==> src/rtl/mul_share_arbiter_if.sv <==
// mul_share_arbiter_if: requester-side bus between the matrix-element sequencers and the multiplier arbiter
//   req_valid  [N_REQ]     per-requester operand valid
//   req_a/b    [N_REQ*32]  packed operands, requester i at [32i+31:32i]
//   req_ready  [N_REQ]     one-hot accept
//   rsp_valid  [N_REQ]     one-hot response pulse
//   rsp_id     [ID_W]      responding requester index
//   rsp_result [64]        unsigned product
//   rsp_err    [1]         watchdog expiry flag
interface mul_share_arbiter_if #(
    parameter int N_REQ = 4,
    parameter int ID_W  = 2
);
    logic [N_REQ-1:0]    req_valid;
    logic [N_REQ*32-1:0] req_a;
    logic [N_REQ*32-1:0] req_b;
    logic [N_REQ-1:0]    req_ready;
    logic [N_REQ-1:0]    rsp_valid;
    logic [ID_W-1:0]     rsp_id;
    logic [63:0]         rsp_result;
    logic                rsp_err;

    modport master (
        output req_valid, req_a, req_b,
        input  req_ready, rsp_valid, rsp_id, rsp_result, rsp_err
    );

    modport slave (
        input  req_valid, req_a, req_b,
        output req_ready, rsp_valid, rsp_id, rsp_result, rsp_err
    );
endinterface

==> src/rtl/mul_share_arbiter.sv <==
// mul_share_arbiter: round-robin sharing of one pipelined 32x32 multiplier between N_REQ requesters
//   clk        sole clock, rising edge
//   reset      asynchronous active-low reset
//   bus        requester bus (slave side): requests in, one-hot ready, tagged response out
//   busy       high in every state except IDLE
//   mul_a/b    multiplier operands, stable while mul_do=1
//   mul_do     multiplier start/hold level
//   mul_result multiplier product
//   mul_done   multiplier completion
// Optional feature: MUL_WATCHDOG_EN adds a BUSY-cycle watchdog (parameter TIMEOUT)
// that ends the operation with rsp_err=1 and rsp_result=0.
module mul_share_arbiter #(
    parameter int N_REQ = 4,
    parameter int ID_W  = 2
`ifdef MUL_WATCHDOG_EN
    , parameter int TIMEOUT = 64
`endif
) (
    input  logic                  clk,
    input  logic                  reset,
    mul_share_arbiter_if.slave    bus,
    output logic                  busy,
    output logic [31:0]           mul_a,
    output logic [31:0]           mul_b,
    output logic                  mul_do,
    input  logic [63:0]           mul_result,
    input  logic                  mul_done
);
    typedef enum logic [1:0] {IDLE, BUSY, RESP} state_t;

    state_t          state;
    logic [ID_W-1:0] ptr;
    logic [ID_W-1:0] gnt;
    logic [ID_W-1:0] gi;
    logic [ID_W:0]   c;
    logic            found;
    logic            wd;

`ifdef MUL_WATCHDOG_EN
    localparam int CW = $clog2(TIMEOUT);
    logic [CW-1:0] cnt;
    assign wd = (cnt == CW'(TIMEOUT - 1));
`else
    assign wd = 1'b0;
    assign bus.rsp_err = 1'b0;
`endif

    // first valid requester at or after ptr, wrapping modulo N_REQ
    always_comb begin
        found = 1'b0;
        gi    = '0;
        c     = '0;
        for (int j = 0; j < N_REQ; j++) begin
            c = {1'b0, ptr} + (ID_W + 1)'(j);
            if (c >= (ID_W + 1)'(N_REQ)) c = c - (ID_W + 1)'(N_REQ);
            if (!found && bus.req_valid[c[ID_W-1:0]]) begin
                found = 1'b1;
                gi    = c[ID_W-1:0];
            end
        end
    end

    assign bus.req_ready = (state == IDLE && found) ? N_REQ'(1) << gi : '0;

    always_ff @(posedge clk or negedge reset) begin
        if (!reset) begin
            state          <= IDLE;
            ptr            <= '0;
            gnt            <= '0;
            mul_a          <= '0;
            mul_b          <= '0;
            mul_do         <= 1'b0;
            busy           <= 1'b0;
            bus.rsp_valid  <= '0;
            bus.rsp_id     <= '0;
            bus.rsp_result <= '0;
`ifdef MUL_WATCHDOG_EN
            cnt            <= '0;
            bus.rsp_err    <= 1'b0;
`endif
        end else begin
            case (state)
                IDLE: if (found) begin
                    mul_a  <= bus.req_a[32*gi +: 32];
                    mul_b  <= bus.req_b[32*gi +: 32];
                    gnt    <= gi;
                    mul_do <= 1'b1;
                    busy   <= 1'b1;
`ifdef MUL_WATCHDOG_EN
                    cnt    <= '0;
`endif
                    state  <= BUSY;
                end
                // mul_done takes precedence over a simultaneous watchdog expiry
                BUSY: if (mul_done || wd) begin
                    bus.rsp_valid  <= N_REQ'(1) << gnt;
                    bus.rsp_id     <= gnt;
                    bus.rsp_result <= mul_done ? mul_result : '0;
`ifdef MUL_WATCHDOG_EN
                    bus.rsp_err    <= !mul_done;
`endif
                    mul_do         <= 1'b0;
                    state          <= RESP;
                end
`ifdef MUL_WATCHDOG_EN
                else cnt <= cnt + 1'b1;
`endif
                RESP: begin
                    bus.rsp_valid <= '0;
`ifdef MUL_WATCHDOG_EN
                    bus.rsp_err   <= 1'b0;
`endif
                    busy          <= 1'b0;
                    ptr           <= (gnt == ID_W'(N_REQ - 1)) ? '0 : gnt + 1'b1;
                    state         <= IDLE;
                end
                default: state <= IDLE;
            endcase
        end
    end
endmodule

==> src/flat_wrapper.sv <==
// flat-port wrapper written by rule: the top's interface ports become plain ports
module mul_share_arbiter_flat 
#(
    parameter int N_REQ = 4,
    parameter int ID_W  = 2

)
  (clk, reset, busy, mul_a, mul_b, mul_do, mul_result, mul_done, bus_req_valid, bus_req_a, bus_req_b, bus_req_ready, bus_rsp_valid, bus_rsp_id, bus_rsp_result, bus_rsp_err);
  mul_share_arbiter_if #(.N_REQ(N_REQ), .ID_W(ID_W)) bus_i ();
  input  logic clk;
  input  logic reset;
  output logic busy;
  output logic [31:0] mul_a;
  output logic [31:0] mul_b;
  output logic mul_do;
  input  logic [63:0] mul_result;
  input  logic mul_done;
  input wire logic [$bits(bus_i.req_valid)-1:0] bus_req_valid;
  input wire logic [$bits(bus_i.req_a)-1:0] bus_req_a;
  input wire logic [$bits(bus_i.req_b)-1:0] bus_req_b;
  output wire logic [$bits(bus_i.req_ready)-1:0] bus_req_ready;
  output wire logic [$bits(bus_i.rsp_valid)-1:0] bus_rsp_valid;
  output wire logic [$bits(bus_i.rsp_id)-1:0] bus_rsp_id;
  output wire logic [$bits(bus_i.rsp_result)-1:0] bus_rsp_result;
  output wire logic [$bits(bus_i.rsp_err)-1:0] bus_rsp_err;
  assign bus_i.req_valid = bus_req_valid;
  assign bus_i.req_a = bus_req_a;
  assign bus_i.req_b = bus_req_b;
  assign bus_req_ready = bus_i.req_ready;
  assign bus_rsp_valid = bus_i.rsp_valid;
  assign bus_rsp_id = bus_i.rsp_id;
  assign bus_rsp_result = bus_i.rsp_result;
  assign bus_rsp_err = bus_i.rsp_err;
  mul_share_arbiter #(.N_REQ(N_REQ), .ID_W(ID_W)) u_core (.clk(clk), .reset(reset), .bus(bus_i), .busy(busy), .mul_a(mul_a), .mul_b(mul_b), .mul_do(mul_do), .mul_result(mul_result), .mul_done(mul_done));
endmodule
==> config.mk <==
export PLATFORM = sky130hd
export DESIGN_NAME = mul_share_arbiter_flat
export DESIGN_NICKNAME = d
export VERILOG_FILES = /design/src/rtl/mul_share_arbiter_if.sv /design/src/rtl/mul_share_arbiter.sv /design/src/flat_wrapper.sv
export SDC_FILE = /design/constraint.sdc
export NUM_CORES = 1
export LEC_CHECK = 0
export BUFFER_PORTS_ARGS = -buffer_cell sky130_fd_sc_hd__buf_2
export CAP_MARGIN = 0
export CORE_AREA = 4 4 177 179
export CTS_BUF_LIST = sky130_fd_sc_hd__clkbuf_4 sky130_fd_sc_hd__clkbuf_8 sky130_fd_sc_hd__clkbuf_16
export DETAILED_ROUTE_END_ITERATION = 10
export DIE_AREA = 0 0 181 183
export PLACE_DENSITY_LB_ADDON = 0.3
export SLEW_MARGIN = 20
export SYNTH_ARGS = -nofsm -noshare
export SYNTH_HDL_FRONTEND = slang
export SYNTH_SLANG_ARGS = --single-unit
==> constraint.sdc <==
create_clock -name clk -period 1.65 [get_ports clk]
set_clock_uncertainty 0.15 [all_clocks]
set_input_delay 0.0825 -clock clk [delete_from_list [all_inputs] [get_ports clk]]
set_output_delay 0.0825 -clock clk [all_outputs]
set_load 0.1 [all_outputs]
# After elaboration in Yosys (flattened, before gate mapping)
# Cells that the tools add are included.
# totals
out_inout_bits	141
register_bits	142
input_bits	327
elab_cells	83
# op_classes
n_addsub	8
n_eq_ne	5
order_cmp	8
n_reduce_logical	17
n_mux	31
shifts	4
# op_table
op	count
variable part select 128 x 8 -> 32 bit	2
two-way mux 2 bit	11
less-than comparator 2 x 3 -> 1 bit (second input constant)	4
two-way mux 1 bit	10
AND reduction 2 bit	5
>= comparator 3 bit (second input constant)	3
binary-select mux 1 bit (select 2 bit)	4
two-way mux 4 bit	2
one-hot mux 4 bit (2 select lines)	1
<< shifter 1 x 2 -> 4 bit (first input constant)	2
subtractor 2 x 1 -> 2 bit (second input constant)	4
adder 2 x 2 -> 3 bit (second input constant)	2
nonzero test 2 bit	3
== test 2 bit (second input constant)	2
logical AND 1 bit	4
one-hot mux 1 bit (2 select lines)	2
one-hot mux 2 bit (2 select lines)	1
adder 2 x 1 -> 3 bit (second input constant)	1
>= comparator 2 x 3 -> 1 bit (second input constant)	1
zero test 1 bit	3
AND reduction 3 bit	1
adder 2 x 1 -> 2 bit (second input constant)	1
== test 2 x 1 -> 1 bit (second input constant)	1
zero test 2 bit	1
other kinds (2)	2

# Logic depth before layout (Yosys ltp)
# Gate-level depths: netlist of run 1.
# depth
ltp_word	16
depth_mapped	8
mapped_depth_nobuf	6

# Worst setup path after synthesis of run 1
# OpenSTA, ideal clock, no wires.
# synth_timing
kind	flip-flop to output port
start	register u_core.state[0]
end	output bus_req_ready[3]
required_ns	1.417
t_arrival_ns	2.734
slack_ns	-1.316
stages_incl_launch_ff	8
n_path_buf	4
cell_sequence	dfrtp_1 -> or3_1 -> buf_2 -> or2_1 -> clkbuf_1 -> buf_6 -> buf_6 -> nor2_1
# synth_between
elab_chain_len	3
# synth_rtl
element	line_no	text
start: declaration	mul_share_arbiter.sv:31	state_t state;
start signal: assignment	mul_share_arbiter.sv:67	state <= IDLE;
start signal: assignment	mul_share_arbiter.sv:92	state <= BUSY;
start signal: assignment	mul_share_arbiter.sv:103	state <= RESP;
zero test 2 bit	mul_share_arbiter.sv:63	assign bus.req_ready = (state == IDLE && found) ? N_REQ'(1) << gi : '0;
logical AND 1 bit	mul_share_arbiter.sv:63	
two-way mux 4 bit	mul_share_arbiter.sv:63	
end: declaration	flat_wrapper.sv:21	output wire logic [$bits(bus_i.req_ready)-1:0] bus_req_ready;
# No other way between the ends.

# Worst setup path in the final report of run 1
# layout_timing
start	register u_core.ptr[1]
end	output bus_req_ready[2]
# layout_between
elab_chain_len	16
word_cells_on_any_way	40
classes_between	add/sub (7); order compare (4); shift (1); mux (21); reduce/logical (7)
# layout_rtl
element	line_no	text
start: declaration	mul_share_arbiter.sv:32	logic [ID_W-1:0] ptr;
start signal: assignment	mul_share_arbiter.sv:114	ptr <= (gnt == ID_W'(N_REQ - 1)) ? '0 : gnt + 1'b1;
parallel branches: the longest is 15 deep, another holds adder 2 x 1 -> 3 bit	-	
two-way mux 4 bit *	mul_share_arbiter.sv:63	
# Mark *: on every way between the ends. The select of a mux whose other input is x is not followed.

==> impl_metrics.toml, run 1 <==
[placed_design]
dp_cells = 1569
hpwl_um = 22400
dp_slack_ns = -0.424
gp_congestion = 0.882
io_buffers = 466

[worst_setup_path]
worst-endpoint-arrival_ns = 1.95
crit_buf_inv = 2
criticalPathCategory = "reg -> out"
startpoint_type = "register"
critPathCaptureType = "primary output"
cp.required_ns = 1.42
cp_max_fo = 3
max_stage_delay_ns = 0.44
cp_cell_sequence = "a21o_1 > a21oi_2 > o22ai_2 > or2_4 > buf_12 > nor2b_4 > buf_12"
cp_slowest_cell = "dfrtp_2"
worstReg2RegStart = "u_core.ptr[1]$_DFFE_PN0P_"
critPathLaunch = "u_core.ptr[1]$_DFFE_PN0P_"
crit_path_frequent_cell = "buf_12"
critPathTopFamily = "flip-flops"

[sta]
final-max-slew-violation-count = 0
period_share_pct = 133
clock.fmax_mhz = 457
finalCriticalPeriod_ns = 2.19
final-hold-violation-count = 0
grt_setup_unrepaired = "true"
setup_viol = 79
worst_slack_ns = -0.537
fin_hold_ws_ns = 0.0440
worstMarginPinSlew_ns = 0.561
relSlewSlack_pct = 62.8

[synth]
synth_ff_type = "dfrtp_1"
syn_nets = 1042
synthCells = 711
synth_xor_area_share_pct = 0
async_reset_ff_share_pct = 100
synthDominantCellAreaShare_pct = 49.4
synth_top_family_by_area = "multiplexers"
ys_seq_area_share_pct = 49.4
yosys-top-cells-area = "dfrtp_1 49%, mux2i_1 18%, nand2_1 14%"
ys_ff_latch = 142
synth-simple-area-share_pct = 15.6
synth.distinct_cells = 30
ys.warnings.count = 0
synth_area_mm2 = 0.00719
synthMuxAreaShare_pct = 18.0
avgSynthCellArea_um2 = 10.1
synthAdderAreaFrac_pct = 0.696
synth-edff-count = 0
synth_compound_area_share_pct = 12.0
synth_area_leader_cell = "dfrtp_1"

[floorplan]
dieArea_mm2 = 0.0331
core_mm2 = 0.0296
fp-row-count = 63
die_w_um = 181
io_pins = 468
initial_core_util_pct = 24.3
dieHeight_um = 183

[pwr]
switching_share_pct = 57.9
pwr-share-clk_pct = 13.3
p_total_mw = 31.8
combPwrFrac_pct = 68.0
peakVddDrop_mv = 1.30
p_leak_nw = 8.14
intPower_mw = 13.4
p_switching_mw = 18.4
power_density_mw_per_mm2 = 1960
power_frac_seq_pct = 18.7

[clocking]
htreeDepth = 4
root_buffer = "clkbuf_16"
insertion_delay_ns = 0.42
clk_pin_slew_ns = 0.07
cts_tree = "done"
cts_buffers = 17
cts.sinks = 142
cts_buffer_depth = 2

[final_layout]
final_util_pct = 54.8
instances_no_fill = 1975
layout-drive-gt1-share_pct = 49.9
layout_commonest_cell = "buf_2"
final_cell_mix = "461 x buf_2, 323 x dlygate4sd3_1, 192 x nand2_1"
layout.nets = 1899
syn2layout_area_growth_pct = 125

[global_routing]
first_global_vias = 10100
antenna_found_initial = 1
grt_overflow = 0
grt_pass1_wl_um = 58100
gr-usage-all-layers_pct = 22.2
grt_max_degree = 46

[drt]
totalWireLength_um = 40200
first_iter_violations = 445
drcViolationCount = 0
antenna_left = 0
via_per_inst = 4.68
dr.pass1.iters = 5
route.vias.total = 9250
wire_per_inst_um = 20.3

[run_status]
violations = "setup timing"
outcome = "finished, violations left"

[min_path]
hold_path.class = "in -> reg"
min-delay-start = "bus_req_b[124]"

[job]
maxCapViolCount = 0
-- worst register-to-register path: cells and delay by family (launching register included) --
kind | cells | cell delay [ns]
buf+inv | 3 | 0.62
mux | 1 | 0.32
flops | 1 | 0.44
compound gates | 3 | 0.44
-- cell type report --
class                   count  area (um2)
diodes                      4        10.0
clock buffers              19         453
clock inverters            13         178
fillers                  2362       13400
inverters                   6        35.0
multi-input cells         509        4330
flip-flops and latches    142        3550
well taps                 390         488
repair buffers            892        7150
-- worst paths after layout --
check / endpoint / slack, ns / cells past startpoint
min reg2reg: u_core.bus.rsp_result[19]$_DFFE_PN0P_ / 0.32 / 2
max in group asynchronous: u_core.mul_b[9]$_DFFE_PN0P_ / 0.19 / 4
min: u_core.mul_b[28]$_DFFE_PN0P_ / 0.04 / 4
max: bus_req_ready[2] / -0.54 / 7
min in group asynchronous: u_core.bus.rsp_result[47]$_DFFE_PN0P_ / 0.53 / 3
max reg2reg: u_core.mul_b[1]$_DFFE_PN0P_ / -0.46 / 7
-- power by group through the flow --
stage | clock (mW) | combinational (mW) | sequential [mW]
2_1_floorplan | 0 | 4.13 | 15.9
3_5_place_dp | 0 | 18.1 | 5.75
6_report | 4.22 | 21.6 | 5.95
4_1_cts | 4.32 | 20.3 | 5.75
3_3_place_gp | 0 | 18.0 | 5.76
5_1_grt | 4.46 | 22.4 | 6.11
-- state kept, by name (all words and copies together), names as in the netlist --
register               count
u_core.gnt                 2
u_core.bus.rsp_id          2
u_core.mul_b              32
u_core.mul_a              32
u_core.mul_do              1
u_core.busy                1
u_core.state               2
u_core.ptr                 2
u_core.bus.rsp_result     64
u_core.bus.rsp_valid       4
-- synthesized netlist by cell type, drive strengths merged, types with 2 or more instances --
master  count
nand2     272
dfrtp     142
mux2i     128
o221ai     64
buf        35
clkbuf     19
nor2        8
o21ai       8
a21oi       6
inv         6
ha          4
nor2b       3
nor3        2
o22ai       2
-- through the flow --
stage                     TNS (ns)  cell area, um2
after floorplan              -9.80            7280
after global placement      -19.20           10400
after detailed placement    -22.15           10400
after CTS                   -29.83           15300
after global routing        -31.62           16200
final                       -26.09           16200
-- logic make-up (layout without fill, tap and decap cells) --
logic type / Yosys count / in the layout
other: 1 / 5
multiplexers: 129 / 129
AO/OA/AOI/OAI: 85 / 85
flip-flops: 142 / 142
AND/OR/NAND/NOR: 290 / 290
adder cells (fa/ha/maj): 4 / 4
buffers and inverters: 60 / 930
-- layer usage --
metal  up-vias  share of wire (%)  track usage (%)
met5         -                  0                0
met4         0                3.8             8.89
met3        92                7.4             6.03
met2       504                 52             40.0
met1      4457                 37             24.9
li1       4197                  -                -
-- timing repair --
action | in CTS | in global routing
endpoints found under the setup margin | 73 | 131
pin swaps | 28 | 75
buffers inserted | 23 | 12
hold buffers | 323 | 0
cloned | 15 | 6
gates resized for setup | 93 | 201
hold endpoints to repair | 276 | 0
(Power assumes the default switching activity.)
==> inputs of run 2 (changes only) <==
GPL_TIMING_DRIVEN = 0   (was not set)
==> run 2 against run 1 <==
The run still ends with setup timing left. Largest cell class unchanged. Final area shrank 4.4%. Total power shrank 1.5%. Setup slack lost 0.12 ns. Sequential power shrank 3%. Clock power grew 1%. Sequential share of layout area grew 1.0 points. Worst hold slack gained 0.029 ns.
==> impl_metrics.toml, run 2 (synthesis results as in run 1) <==
[floorplan]
fp-row-count = 63
io_pins = 468
dieHeight_um = 183
core_mm2 = 0.0296
initial_core_util_pct = 24.3
die_w_um = 181
dieArea_mm2 = 0.0331

[pwr]
peakVddDrop_mv = 1.92
p_leak_nw = 7.85
power_frac_seq_pct = 18.5
intPower_mw = 13.2
pwr-share-clk_pct = 13.6
p_switching_mw = 18.1
switching_share_pct = 57.9
combPwrFrac_pct = 67.8
power_density_mw_per_mm2 = 2030
p_total_mw = 31.3

[final_layout]
regMostFlops = "u_core.bus.rsp_result"
layout.nets = 1893
largest_reg_flops = 64
reg.largest.list = "u_core.bus.rsp_result: 64 flops, u_core.mul_a: 32 flops, u_core.mul_b: 32 flops"
layout-drive-gt1-share_pct = 44.3
regArea_mm2 = 0.00355
final_cell_mix = "462 x buf_2, 323 x dlygate4sd3_1, 269 x nand2_1"
multiInputGateArea_mm2 = 0.00384
fill_cells = 2524
layout_commonest_cell = "buf_2"
syn2layout_area_growth_pct = 115

[global_routing]
gr-usage-all-layers_pct = 23.2
first_global_vias = 10200
grt_max_degree = 74
grt_pass1_wl_um = 59700
antenna_found_initial = 0
grt_overflow = 0

[sta]
final-hold-violation-count = 0
final-max-slew-violation-count = 0
setup_viol = 70
grt_setup_unrepaired = "true"
fin_hold_ws_ns = 0.0726
relSlewSlack_pct = 60.6
worstMarginPinSlew_ns = 0.591
worst_slack_ns = -0.655
setup_tns_ns = -33.86
finalCriticalPeriod_ns = 2.30
clock.fmax_mhz = 434
period_share_pct = 140

[run_status]
violations = "setup timing"
outcome = "finished, violations left"

[drt]
dr.pass1.iters = 5
via_per_inst = 4.65
drcViolationCount = 0
antenna_left = 0
totalWireLength_um = 40000
first_iter_violations = 462
route.vias.total = 9148
wire_per_inst_um = 20.4

[clocking]
cts.sinks = 142
cts_buffers = 17
root_buffer = "clkbuf_16"
clk_pin_slew_ns = 0.08
cts_tree = "done"
insertion_delay_ns = 0.41
htreeDepth = 4
cts_buffer_depth = 2

[worst_setup_path]
r2r-end = "u_core.mul_b[2]$_DFFE_PN0P_"
criticalPathCategory = "reg -> out"
ff2ff_path_depth = 11
critPathCaptureType = "primary output"
r2r_setup_slack_ns = -0.57
cp_max_fo = 4
startpoint_type = "register"
worst-endpoint-arrival_ns = 2.07
cp.required_ns = 1.42
worstReg2RegStart = "u_core.ptr[1]$_DFFE_PN0P_"

[placed_design]
hpwl_um = 24800
gp_congestion = 0.902
dp_slack_ns = -0.915
io_buffers = 466

[job]
maxCapViolCount = 0

[min_path]
hold_path.class = "in -> async"
run 2: cell count changes in the layout (fill, tap and decap cells not counted), moves of 4 or more:
| cell | before | now |
|---|---|---|
| o221ai_2 | 40 | 35 |
| mux2i_4 | 11 | 23 |
| o221ai_1 | 9 | 29 |
| nand2_2 | 54 | 3 |
| mux2i_2 | 22 | 28 |
| buf_12 | 29 | 24 |
| nand2_4 | 25 | 0 |
| nand2_1 | 192 | 269 |
| o221ai_4 | 15 | 0 |
| buf_4 | 37 | 31 |
| mux2i_1 | 95 | 77 |
| buf_8 | 7 | 11 |
run 2: worst max-delay path, cell delays in order (launching register included):
cell and delay [ns]:
dfrtp_1 0.39, or3_4 0.40, or2_4 0.30, buf_12 0.15, buf_16 0.13, nor2_4 0.10, buf_12 0.18
run 2: how the worst max path moves through the flow:
| stage | from | endpoint | slack [ns] | cells past startpoint |
|---|---|---|---|---|
| finish | u_core.state[1]$_DFFE_PN0P_ | bus_req_ready[3] | -0.65 | 6 |
| global route | u_core.state[1]$_DFFE_PN0P_ | bus_req_ready[3] | -0.73 | 6 |
| CTS | u_core.state[0]$_DFFE_PN0P_ | bus_req_ready[3] | -0.78 | 7 |
| detailed placement | u_core.state[0]$_DFFE_PN0P_ | bus_req_ready[3] | -0.91 | 8 |
| global placement | reset | u_core.mul_b[6]$_DFFE_PN0P_ | -1.83 | 1 |
| floorplan | u_core.state[0]$_DFFE_PN0P_ | bus_req_ready[3] | -0.53 | 7 |
run 2: metal layers:
metal	track usage [%]	routed length (um)	share of wire (%)	vias up
met5	0	0	0	-
met4	10.6	1870	4.7	0
met3	6.19	3030	7.6	124
met2	41.4	20100	50	530
met1	25.9	15100	38	4315
li1	-	-	-	4179
run 2: stage by stage:
stage / instance area (um2) / cells / utilization [%]
6_report: 15500 / 1967 / 52.3
5_1_grt: 15500 / 1965 / 52.3
4_1_cts: 15200 / 1962 / 51.5
3_5_place_dp: 10100 / 1568 / 34.3
3_3_place_gp: 10100 / 1567 / 34.2
2_1_floorplan: 7280 / 711 / -
run 2: power by group through the flow:
| stage | sequential (mW) | combinational (mW) | clock, mW |
|---|---|---|---|
| 2_1_floorplan | 15.9 | 4.13 | 0 |
| 3_3_place_gp | 5.76 | 18.0 | 0 |
| 3_5_place_dp | 5.77 | 18.1 | 0 |
| 4_1_cts | 5.76 | 21.0 | 4.40 |
| 5_1_grt | 5.96 | 22.0 | 4.56 |
| 6_report | 5.80 | 21.3 | 4.27 |
run 2: final cells by class:
type                            count  share of cell area (%)
Antenna cell                        2                  0.0323
Clock buffer                       18                    2.84
Inverter                            6                   0.146
Buffer                             49                    4.19
Tap cell                          390                    3.15
Multi-Input combinational cell    509                    24.8
Sequential cell                   142                    23.0
Timing Repair Buffer              837                    40.6
Clock inverter                     14                    1.26
run 2: what timing repair did:
action,CTS,global route
cloned,6,1
setup endpoints to repair,138,131
setup buffers,38,4
hold buffers,323,0
gates resized for setup,183,64
pin swaps,35,5
endpoints found under the hold margin,269,0
==> inputs of run 3 (changes only) <==
ABC_AREA = 1   (was not set)
CORE_AREA = 4 4 178 180   (was 4 4 177 179)
DIE_AREA = 0 0 182 184   (was 0 0 181 183)
==> run 3 against run 2 <==
The run ends with hold timing, setup timing left. Worst hold slack lost 0.085 ns. Core utilization increased by 2.7 points. Register-to-register slack worse by 0.39 ns. Critical endpoint is now bus_req_ready[2]. Highest routed layer is now met5.
==> impl_metrics.toml, run 3 <==
[run_status]
outcome = "finished, violations left"
violations = "hold timing, setup timing"

[drt]
via_per_inst = 4.68
route.vias.total = 11900
totalWireLength_um = 43100
dr.pass1.iters = 5
wire_per_inst_um = 16.9
antenna_left = 0
first_iter_violations = 703
drcViolationCount = 0

[synth]
yosys-top-cells-count = "537 x nand2_1, 239 x nand3_1, 214 x inv_1"
ys.warnings.count = 0
synth-edff-count = 0
synth_area_mm2 = 0.00852
yosys-top-cells-area = "dfrtp_1 42%, nand2_1 24%, nand3_1 14%"
async_reset_ff_share_pct = 100
ys_seq_area_share_pct = 41.7
synth_ff_type = "dfrtp_1"
synth_area_leader_cell = "dfrtp_1"
avgSynthCellArea_um2 = 6.54
synth.most_common_cell = "nand2_1"
synthCells = 1303
synthDominantCellAreaShare_pct = 41.7
syn_nets = 1634
ys_ff_latch = 142
synth.distinct_cells = 27

[clocking]
cts_tree = "done"
htreeDepth = 4
clk_pin_slew_ns = 0.07
root_buffer = "clkbuf_16"
insertion_delay_ns = 0.42
cts_buffer_depth = 2
cts.sinks = 142
cts_buffers = 17

[global_routing]
first_global_vias = 12200
grt_overflow = 0
grt_pass1_wl_um = 64000
grt_max_degree = 95
gr-usage-all-layers_pct = 23.9
antenna_found_initial = 3

[floorplan]
io_pins = 468
dieArea_mm2 = 0.0335
die_w_um = 182
core_mm2 = 0.0302
initial_core_util_pct = 28.2
fp-row-count = 64
dieHeight_um = 184

[worst_setup_path]
ff2ff_path_depth = 16
critPathLaunch = "u_core.ptr[0]$_DFFE_PN0P_"
critPathCapture = "bus_req_ready[2]"
startpoint_type = "register"
worst-endpoint-arrival_ns = 2.43
r2r-end = "u_core.mul_b[18]$_DFFE_PN0P_"
r2r_setup_slack_ns = -0.96
cp.required_ns = 1.42
worstReg2RegStart = "u_core.ptr[0]$_DFFE_PN0P_"
cp_max_fo = 4
criticalPathCategory = "reg -> out"
critPathCaptureType = "primary output"

[sta]
relSlewSlack_pct = 63.9
final-hold-violation-count = 4
grt_setup_unrepaired = "true"
clock.fmax_mhz = 375
final-max-slew-violation-count = 0
setup_viol = 73
worst_slack_ns = -1.01
finalCriticalPeriod_ns = 2.66
period_share_pct = 161
fin_hold_ws_ns = -0.0128
worstMarginPinSlew_ns = 0.546

[final_layout]
syn2layout_area_growth_pct = 95.0
layout.nets = 2471
layout-drive-gt1-share_pct = 35.5
reg.largest.list = "u_core.bus.rsp_result: 64 flops, u_core.mul_a: 32 flops, u_core.mul_b: 32 flops"
layout_commonest_cell = "nand2_1"
stdcell_area_mm2 = 0.0166
regMostFlops = "u_core.bus.rsp_result"
final_util_pct = 55.0
largest_reg_flops = 64
fill_cells = 2667
final_cell_mix = "485 x nand2_1, 467 x buf_2, 306 x dlygate4sd3_1"

[placed_design]
gp_congestion = 0.927
hpwl_um = 27900
io_buffers = 466
placed_area_mm2 = 0.0115

[min_path]
hold_path.class = "in -> async"

[job]
maxCapViolCount = 0
==> run 3: stage by stage <==
stage | hold WS [ns] | setup TNS, ns | std cells | setup slack, ns
after CTS | 0.00236 | -55.68 | 2523 | -0.995
after global placement | 0.124 | -348.19 | 2165 | -1.87
after detailed placement | -0.131 | -89.76 | 2166 | -1.34
final | -0.0128 | -60.89 | 2550 | -1.01
after global routing | 0.00295 | -69.63 | 2550 | -1.12
after floorplan | -0.363 | -27.79 | 1303 | -0.821
==> run 3: logic make-up (layout without fill, tap and decap cells) <==
group,count (synthesis),after routing,share of synthesized area (%)
simple gates,852,852,43.3
compound gates,11,11,0.705
buf+inv,293,1143,13.7
other cells,1,2,0.0440
fa+ha+maj,4,4,0.588
flops,142,142,41.7
==> run 3: how the worst min path moves through the flow <==
stage,startpoint,to,slack [ns]
2_1_floorplan,reset,u_core.bus.rsp_id[0]$_DFFE_PN0P_,-0.36
3_3_place_gp,mul_done,u_core.state[0]$_DFFE_PN0P_,0.12
3_5_place_dp,reset,u_core.bus.rsp_result[0]$_DFFE_PN0P_,-0.13
4_1_cts,reset,u_core.bus.rsp_result[0]$_DFFE_PN0P_,0.002
5_1_grt,bus_req_b[86],u_core.mul_b[22]$_DFFE_PN0P_,0.003
6_report,reset,u_core.bus.rsp_result[0]$_DFFE_PN0P_,-0.01
==> run 3: area by class of cell <==
class / count / area [um2] / share of cell area [%]
multi-input combinational: 868 / 4320 / 26.0
tap: 396 / 495 / 2.98
timing repair inverter: 1 / 7.51 / 0.0452
antenna: 1 / 2.50 / 0.0151
sequential: 142 / 3560 / 21.4
clock buffer: 17 / 425 / 2.56
timing repair buffer: 817 / 6050 / 36.4
inverter: 218 / 841 / 5.06
clock inverter: 15 / 194 / 1.17
buffer: 75 / 718 / 4.32
==> run 3: layer usage <==
layer	track usage [%]	vias up	routed length [um]
met5	0	-	21
met1	28.2	5386	16500
met4	13.7	4	2750
met2	40.1	728	20700
li1	-	5599	-
met3	5.52	229	3150
==> run 3: what timing repair did <==
item / 4_1_cts / 5_1_grt
buffers inserted: 20 / 13
gates cloned: 2 / 10
resized for setup: 136 / 160
hold endpoints to repair: 270 / 3
endpoints found under the setup margin: 142 / 133
hold buffers: 303 / 3
pin swaps: 20 / 40
==> run 3: critical path, cell delays in order, from the launching register on <==
cell        delay [ns]
dfrtp_2           0.46
clkinvlp_4        0.18
nand2_2           0.10
nand2_2           0.06
nand2_2           0.07
nand2_2           0.06
nor2_4            0.14
nand3_1           0.14
nand3_4           0.18
inv_4             0.05
clkbuf_16         0.15
nor3_4            0.21
buf_12            0.20
Power of run 3 is left out: the tool's default activity adds up to more than one toggle a clock period on the data nets, which glitch-free logic cannot reach.
